--- src/rtl/accum_feeder_pkg.sv ---
// rtl/accum_feeder_pkg.sv - shared types and constants for the accumulator operand feeder
package accum_feeder_pkg;

  // Matches the accumulator's data path width.
  localparam int DEFAULT_WORD_LENGTH = 8;

  typedef enum logic [2:0] {
    IDLE,
    PRESENT,
    STROBE,
    READ,
    DONE
  } state_t;

endpackage

--- src/rtl/accum_feeder_operand_fifo.sv ---
// rtl/accum_feeder_operand_fifo.sv - operand FIFO with registered head read and occupancy count
module operand_fifo
  import accum_feeder_pkg::*;
#(
  parameter int Word_Length = DEFAULT_WORD_LENGTH,
  parameter int Depth       = 4
) (
  input  logic                         clk,
  input  logic                         reset,
  input  logic                         wr,
  input  logic [Word_Length-1:0]       wr_data,
  input  logic                         rd,
  input  logic                         pop,
  output logic [Word_Length-1:0]       rd_data,
  output logic [$clog2(Depth+1)-1:0]   count,
  output logic                         full,
  output logic                         empty
);

  localparam int PW = $clog2(Depth);
  localparam int CW = $clog2(Depth+1);

  logic [Word_Length-1:0] mem [Depth];
  logic [PW-1:0]          wr_ptr;
  logic [PW-1:0]          rd_ptr;

  always_ff @(posedge clk) begin
    if (wr) mem[wr_ptr] <= wr_data;
  end

  always_ff @(posedge clk or posedge reset) begin
    if (reset) begin
      wr_ptr  <= '0;
      rd_ptr  <= '0;
      count   <= '0;
      rd_data <= '0;
    end else begin
      if (wr) wr_ptr <= wr_ptr + PW'(1);
      if (pop) rd_ptr <= rd_ptr + PW'(1);
      // A read issued together with a pop fetches the entry behind the one leaving.
      if (rd) rd_data <= pop ? mem[rd_ptr + PW'(1)] : mem[rd_ptr];
      if (wr && !pop) count <= count + CW'(1);
      else if (pop && !wr) count <= count - CW'(1);
    end
  end

  assign full  = (count == CW'(Depth));
  assign empty = (count == '0);

endmodule

--- src/rtl/accum_feeder.sv ---
// rtl/accum_feeder.sv - replays buffered operands into the accumulator with enable/read strobes
module accum_feeder
  import accum_feeder_pkg::*;
#(
  parameter int Word_Length = DEFAULT_WORD_LENGTH,
  parameter int Depth       = 4
) (
  input  logic                         clk,
  input  logic                         reset,
  input  logic                         load,
  input  logic [Word_Length-1:0]       data_in,
  input  logic                         start,
  output logic [Word_Length-1:0]       acc_data,
  output logic                         acc_enable,
  output logic                         acc_read,
  output logic                         busy,
  output logic                         done,
  output logic [$clog2(Depth+1)-1:0]   count,
  output logic                         full,
  output logic                         empty
);

  localparam int CW = $clog2(Depth+1);

  state_t state, state_next;
  logic   fifo_wr, fifo_rd, fifo_pop;

  operand_fifo #(
    .Word_Length(Word_Length),
    .Depth      (Depth)
  ) u_fifo (
    .clk    (clk),
    .reset  (reset),
    .wr     (fifo_wr),
    .wr_data(data_in),
    .rd     (fifo_rd),
    .pop    (fifo_pop),
    .rd_data(acc_data),
    .count  (count),
    .full   (full),
    .empty  (empty)
  );

  always_comb begin
    state_next = state;
    fifo_wr    = 1'b0;
    fifo_rd    = 1'b0;
    fifo_pop   = 1'b0;
    case (state)
      IDLE: begin
        // start takes priority; a load arriving with it is dropped.
        if (start) begin
          if (!empty) begin
            state_next = PRESENT;
            fifo_rd    = 1'b1;
          end
        end else if (load && !full) begin
          fifo_wr = 1'b1;
        end
      end
      PRESENT: state_next = STROBE;
      STROBE: begin
        fifo_pop = 1'b1;
        if (count == CW'(1)) begin
          state_next = READ;
        end else begin
          state_next = PRESENT;
          fifo_rd    = 1'b1;
        end
      end
      READ:    state_next = DONE;
      DONE:    state_next = IDLE;
      default: state_next = IDLE;
    endcase
  end

  always_ff @(posedge clk or posedge reset) begin
    if (reset) begin
      state      <= IDLE;
      acc_enable <= 1'b0;
      acc_read   <= 1'b0;
      busy       <= 1'b0;
      done       <= 1'b0;
    end else begin
      state      <= state_next;
      acc_enable <= (state_next == STROBE);
      acc_read   <= (state_next == READ);
      busy       <= (state_next != IDLE);
      done       <= (state_next == DONE);
    end
  end

endmodule

--- config.mk ---
export PLATFORM = sky130hd
export DESIGN_NAME = accum_feeder
export DESIGN_NICKNAME = d
export VERILOG_FILES = /design/src/rtl/accum_feeder_pkg.sv /design/src/rtl/accum_feeder_operand_fifo.sv /design/src/rtl/accum_feeder.sv
export SDC_FILE = /design/constraint.sdc
export NUM_CORES = 1
export LEC_CHECK = 0
export CORE_MARGIN = 2
export CORE_UTILIZATION = 52
export CTS_BUF_LIST = sky130_fd_sc_hd__clkbuf_4
export DETAILED_ROUTE_END_ITERATION = 8
export PLACE_DENSITY = 0.74
export SLEW_MARGIN = 40
export SYNTH_ARGS = -nofsm -noshare
export SYNTH_HDL_FRONTEND = slang
export SYNTH_SLANG_ARGS = --single-unit
--- constraint.sdc ---
create_clock -name clk -period 2.35 [get_ports clk]
set_input_delay 0.47 -clock clk [delete_from_list [all_inputs] [get_ports clk]]
set_output_delay 0.47 -clock clk [all_outputs]
set_load 0.05 [all_outputs]
==> results.md, run 1 <==
* Run status: finished clean
* Predominant post-synthesis flop cell: edfxtp_1
* Internal at 2.162 mW
* Setup bufs post-CTS at 0
* Cells taking the most area after synthesis: edfxtp_1 (39%), dfrtp_1 (22%), mux4_2 (13%)
* Overall power after layout at 3.730 mW
* Layout Nets at 213
* Cts bufs inserted at 5
* Buffers plus inverters on the worst setup path at 1
* DRC violation count after routing at 0
* Logic depth of the worst setup path including buffers at 1
* Net count after synthesis at 182
* Maximum fanout count along the critical path at 7
* Clock insertion delay at the later pin of the skew report at 370 ps
* Seq pwr share at 0.389
* Per-cell routed wire length at 17.93 um
* Register-to-register setup slack at 220 ps
* Routed wire length at 4429 um
* Area after detailed placement at 2813 um^2
* Die outline area at 5368 um^2
* Finished Core Util at 0.6169
* Critical Path, Cell by Cell: clkdlybuf4s50_1
* Overflow after GRT at 0
* Final total negative setup slack at 0 ps
* Unrepaired setup endpoints after global routing: no
* Routed vias at 1397
* Fraction of synthesized cell area taken by the top area cell type at 0.3852
* Pin count of the biggest net entering global routing at 23
* Power Density at 1297 nW/um^2
* Placed wire-length estimate after detailed placement at 3322 um
* Worst-Margin Slew at 619.3 ps
* Most crowded layer after global routing: met2
* Worst setup slack after layout at 157.5 ps
* Final worst path period share at 0.9330
* Post-route cell area at 2875 um^2
* Clock sink count at 54
* Overall Global Routing Usage at 0.1835
* FF-to-FF path depth at 5
* GRT met3 Usage at 0.04664
* Io pins at 29
* Number of storage elements in the synthesis netlist at 54
* Startpoint types: flip-flop
* Area grow syn2layout at 15.25%
* Worst IR drop on VDD at 0.0005634 V
* Max transition margin at 0.5871
* Met1 Usage GRT at 0.2160
* Cell type contributing the most total cell area after synthesis: edfxtp_1
* Type of the worst min-delay path: primary input to asynchronous set/reset pin
* Max capacitance violation total at 0
* Fraction of final layout cells with drive strength greater than 1 at 0.1710
* Finish-stage setup viols at 0
* Buffer cell driving the clock tree root: clkbuf_4
* Last weighted congestion value of the routability-driven placer at 0.8310
* Via count of the first global-routing pass at 1478
* Port bufs at 28
* TritonCTS clock tree: yes
* Critical path type: flip-flop to output port
* Net switching component of the power at 1.569 mW
* Post-synth EDFFs at 32
* Hold WS at 427.0 ps
* Die Span Y at 73.27 um
* Clk network pwr share at 0.113
* Number of fillers in the final layout at 347
* Pre-CTS setup slack at 104.2 ps
* Die X-Extent at 73.27 um
* Antenna-violating nets left at 0
* Post-CTS Hold Buffers at 0
* Slowest library cell on the worst path: clkdlybuf4s50_1
* Ys Warns at 0
* Post-synthesis area per instance at 15.50 um^2
* Count leader, synth: edfxtp_1
* Detailed Routing Iterations Pass 1 at 4
* Commonest cells in the netlist: edfxtp_1 (32), dfrtp_1 (22), mux2i_1 (18)
* Post-synth cell types at 25
* Final standard cell count with taps included and fillers excluded at 247
* Required time at the endpoint of the critical path at 1880 ps
* Antenna diode count at 0
* Longest Clk Path Bufs at 2
* Antenna violations before repair at 0
* Vias per cell at 5.656
* Number of resized instances in the post-cts repair step at 0
* 1st-iter DRT viols at 91
* Family with the most delay on the worst path: buffers and inverters
* Post-layout minimum cycle time at 2192 ps
* Asr flop ratio synth at 0.4074
* Final setup skew at 15.99 ps
* Leakage power at 1.173 nW
* Syn Std Cell Area at 2495 um^2
* Endpoint type of the worst setup path: output port
* Effective utilization at floorplan at 0.5353
* Delay of the slowest critical-path stage at 850 ps
* Number of levels the H-tree was split into at 2
* Synthesized instance count at 161
* Part of the total power dissipated in combinational logic at 0.498
* Sequential cell area fraction in the yosys report at 0.6058
* Hold Vio Cnt, Final at 0
* Fin. max-slew vios at 0
* Clock-pin slew on the worst setup and hold paths at 160 ps
* Sw Ratio at 0.4205
* Wire length of the first global-routing pass at 7148 um
* Highest attainable clock frequency at 456.1 MHz
* Met2 layer usage reported by global route at 0.3233
* Number of core rows at 25
* Placed Cells incl. Taps at 239
* Core Area at 4661 um^2
* Worst EP arrival at 1720 ps
-- cell families (layout without fill, tap and decap cells) --
family / Yosys count / count (layout) / share of synthesized area
muxes: 32 / 32 / 0.1986
buffers and inverters: 20 / 52 / 0.04464
adders and majority gates: 9 / 9 / 0.04514
DFF: 54 / 54 / 0.6058
AOI/OAI and AO/OA: 11 / 11 / 0.02357
and+or+nand+nor: 29 / 29 / 0.06118
xor gates and xnor gates: 6 / 6 / 0.02106
-- per-layer routing --
metal | vias to the layer above | wire [um]
met2 | 49 | 2294
met5 | - | 0
li1 | 647 | -
met4 | 0 | 91
met1 | 689 | 1854
met3 | 12 | 190
-- power groups by stage --
stage | registers [mW] | logic [mW] | clock network [mW]
after floorplan | 1.78 | 1.07 | 0
after global placement | 1.45 | 1.82 | 0
after detailed placement | 1.48 | 1.87 | 0
after CTS | 1.46 | 1.87 | 0.436
after global routing | 1.49 | 2.01 | 0.470
final | 1.45 | 1.86 | 0.423
-- cells in the final DEF (no fill, tap or decap), drive strengths merged, types with 8 or more instances in the layout --
cell / instances
nand2: 8
edfxtp: 32
mux4: 14
buf: 8
clkdlybuf4s50: 26
ha: 9
o21ai: 8
mux2i: 18
dfrtp: 22
inv: 11
-- final timing paths --
| path | start | end |
|---|---|---|
| max | u_fifo.count[2]$_DFFE_PP0P_ | count[2] |
| min | reset | u_fifo.rd_data[7]$_DFFE_PP0P_ |
| max reg2reg | u_fifo.count[0]$_DFFE_PP0P_ | u_fifo.mem[3][5]$_DFFE_PP_ |
| min reg2reg | u_fifo.rd_data[5]$_DFFE_PP0P_ | u_fifo.rd_data[5]$_DFFE_PP0P_ |
| max in group asynchronous | reset | u_fifo.count[1]$_DFFE_PP0P_ |
| min in group clk | u_fifo.rd_data[5]$_DFFE_PP0P_ | u_fifo.rd_data[5]$_DFFE_PP0P_ |
-- layout make-up --
type	count	area, um^2	share of cell area
clock buffer	5	37.54	0.01305
clock inverter	3	25.02	0.008703
inverter	10	37.54	0.01305
multi-input combinational	87	873.3	0.3037
sequential	54	1514	0.5265
tap	54	67.56	0.02350
timing repair buffer	34	320.3	0.1114
-- flip-flops by register name (all words and copies together) (netlist names) --
name            flops
u_fifo.wr_ptr       2
acc_enable          1
acc_read            1
u_fifo.count        3
u_fifo.rd_data      8
busy                1
u_fifo.rd_ptr       2
u_fifo.mem         32
done                1
state               3
-- worst register-to-register path, stage by stage, from the launching register on --
cell and delay, ps:
dfrtp_2 440, inv_1 70, ha_1 220, and2_2 200, and4b_1 410, and2_1 450
Note: power is estimated with default switching activity, not from simulation.
==> run 2, diff against run 1 <==
SKIP_LAST_GASP = 1   (was default)
==> results of run 2 <==
Final layout, timing and power as in run 1 (identical DEF).
==> run 3, diff against run 2 <==
CAP_MARGIN = 10   (was default)
CTS_CLUSTER_DIAMETER = 100   (was default)
SLEW_MARGIN = default   (was 40)
==> results of run 3 <==
Final layout, timing and power as in run 1 (identical DEF).
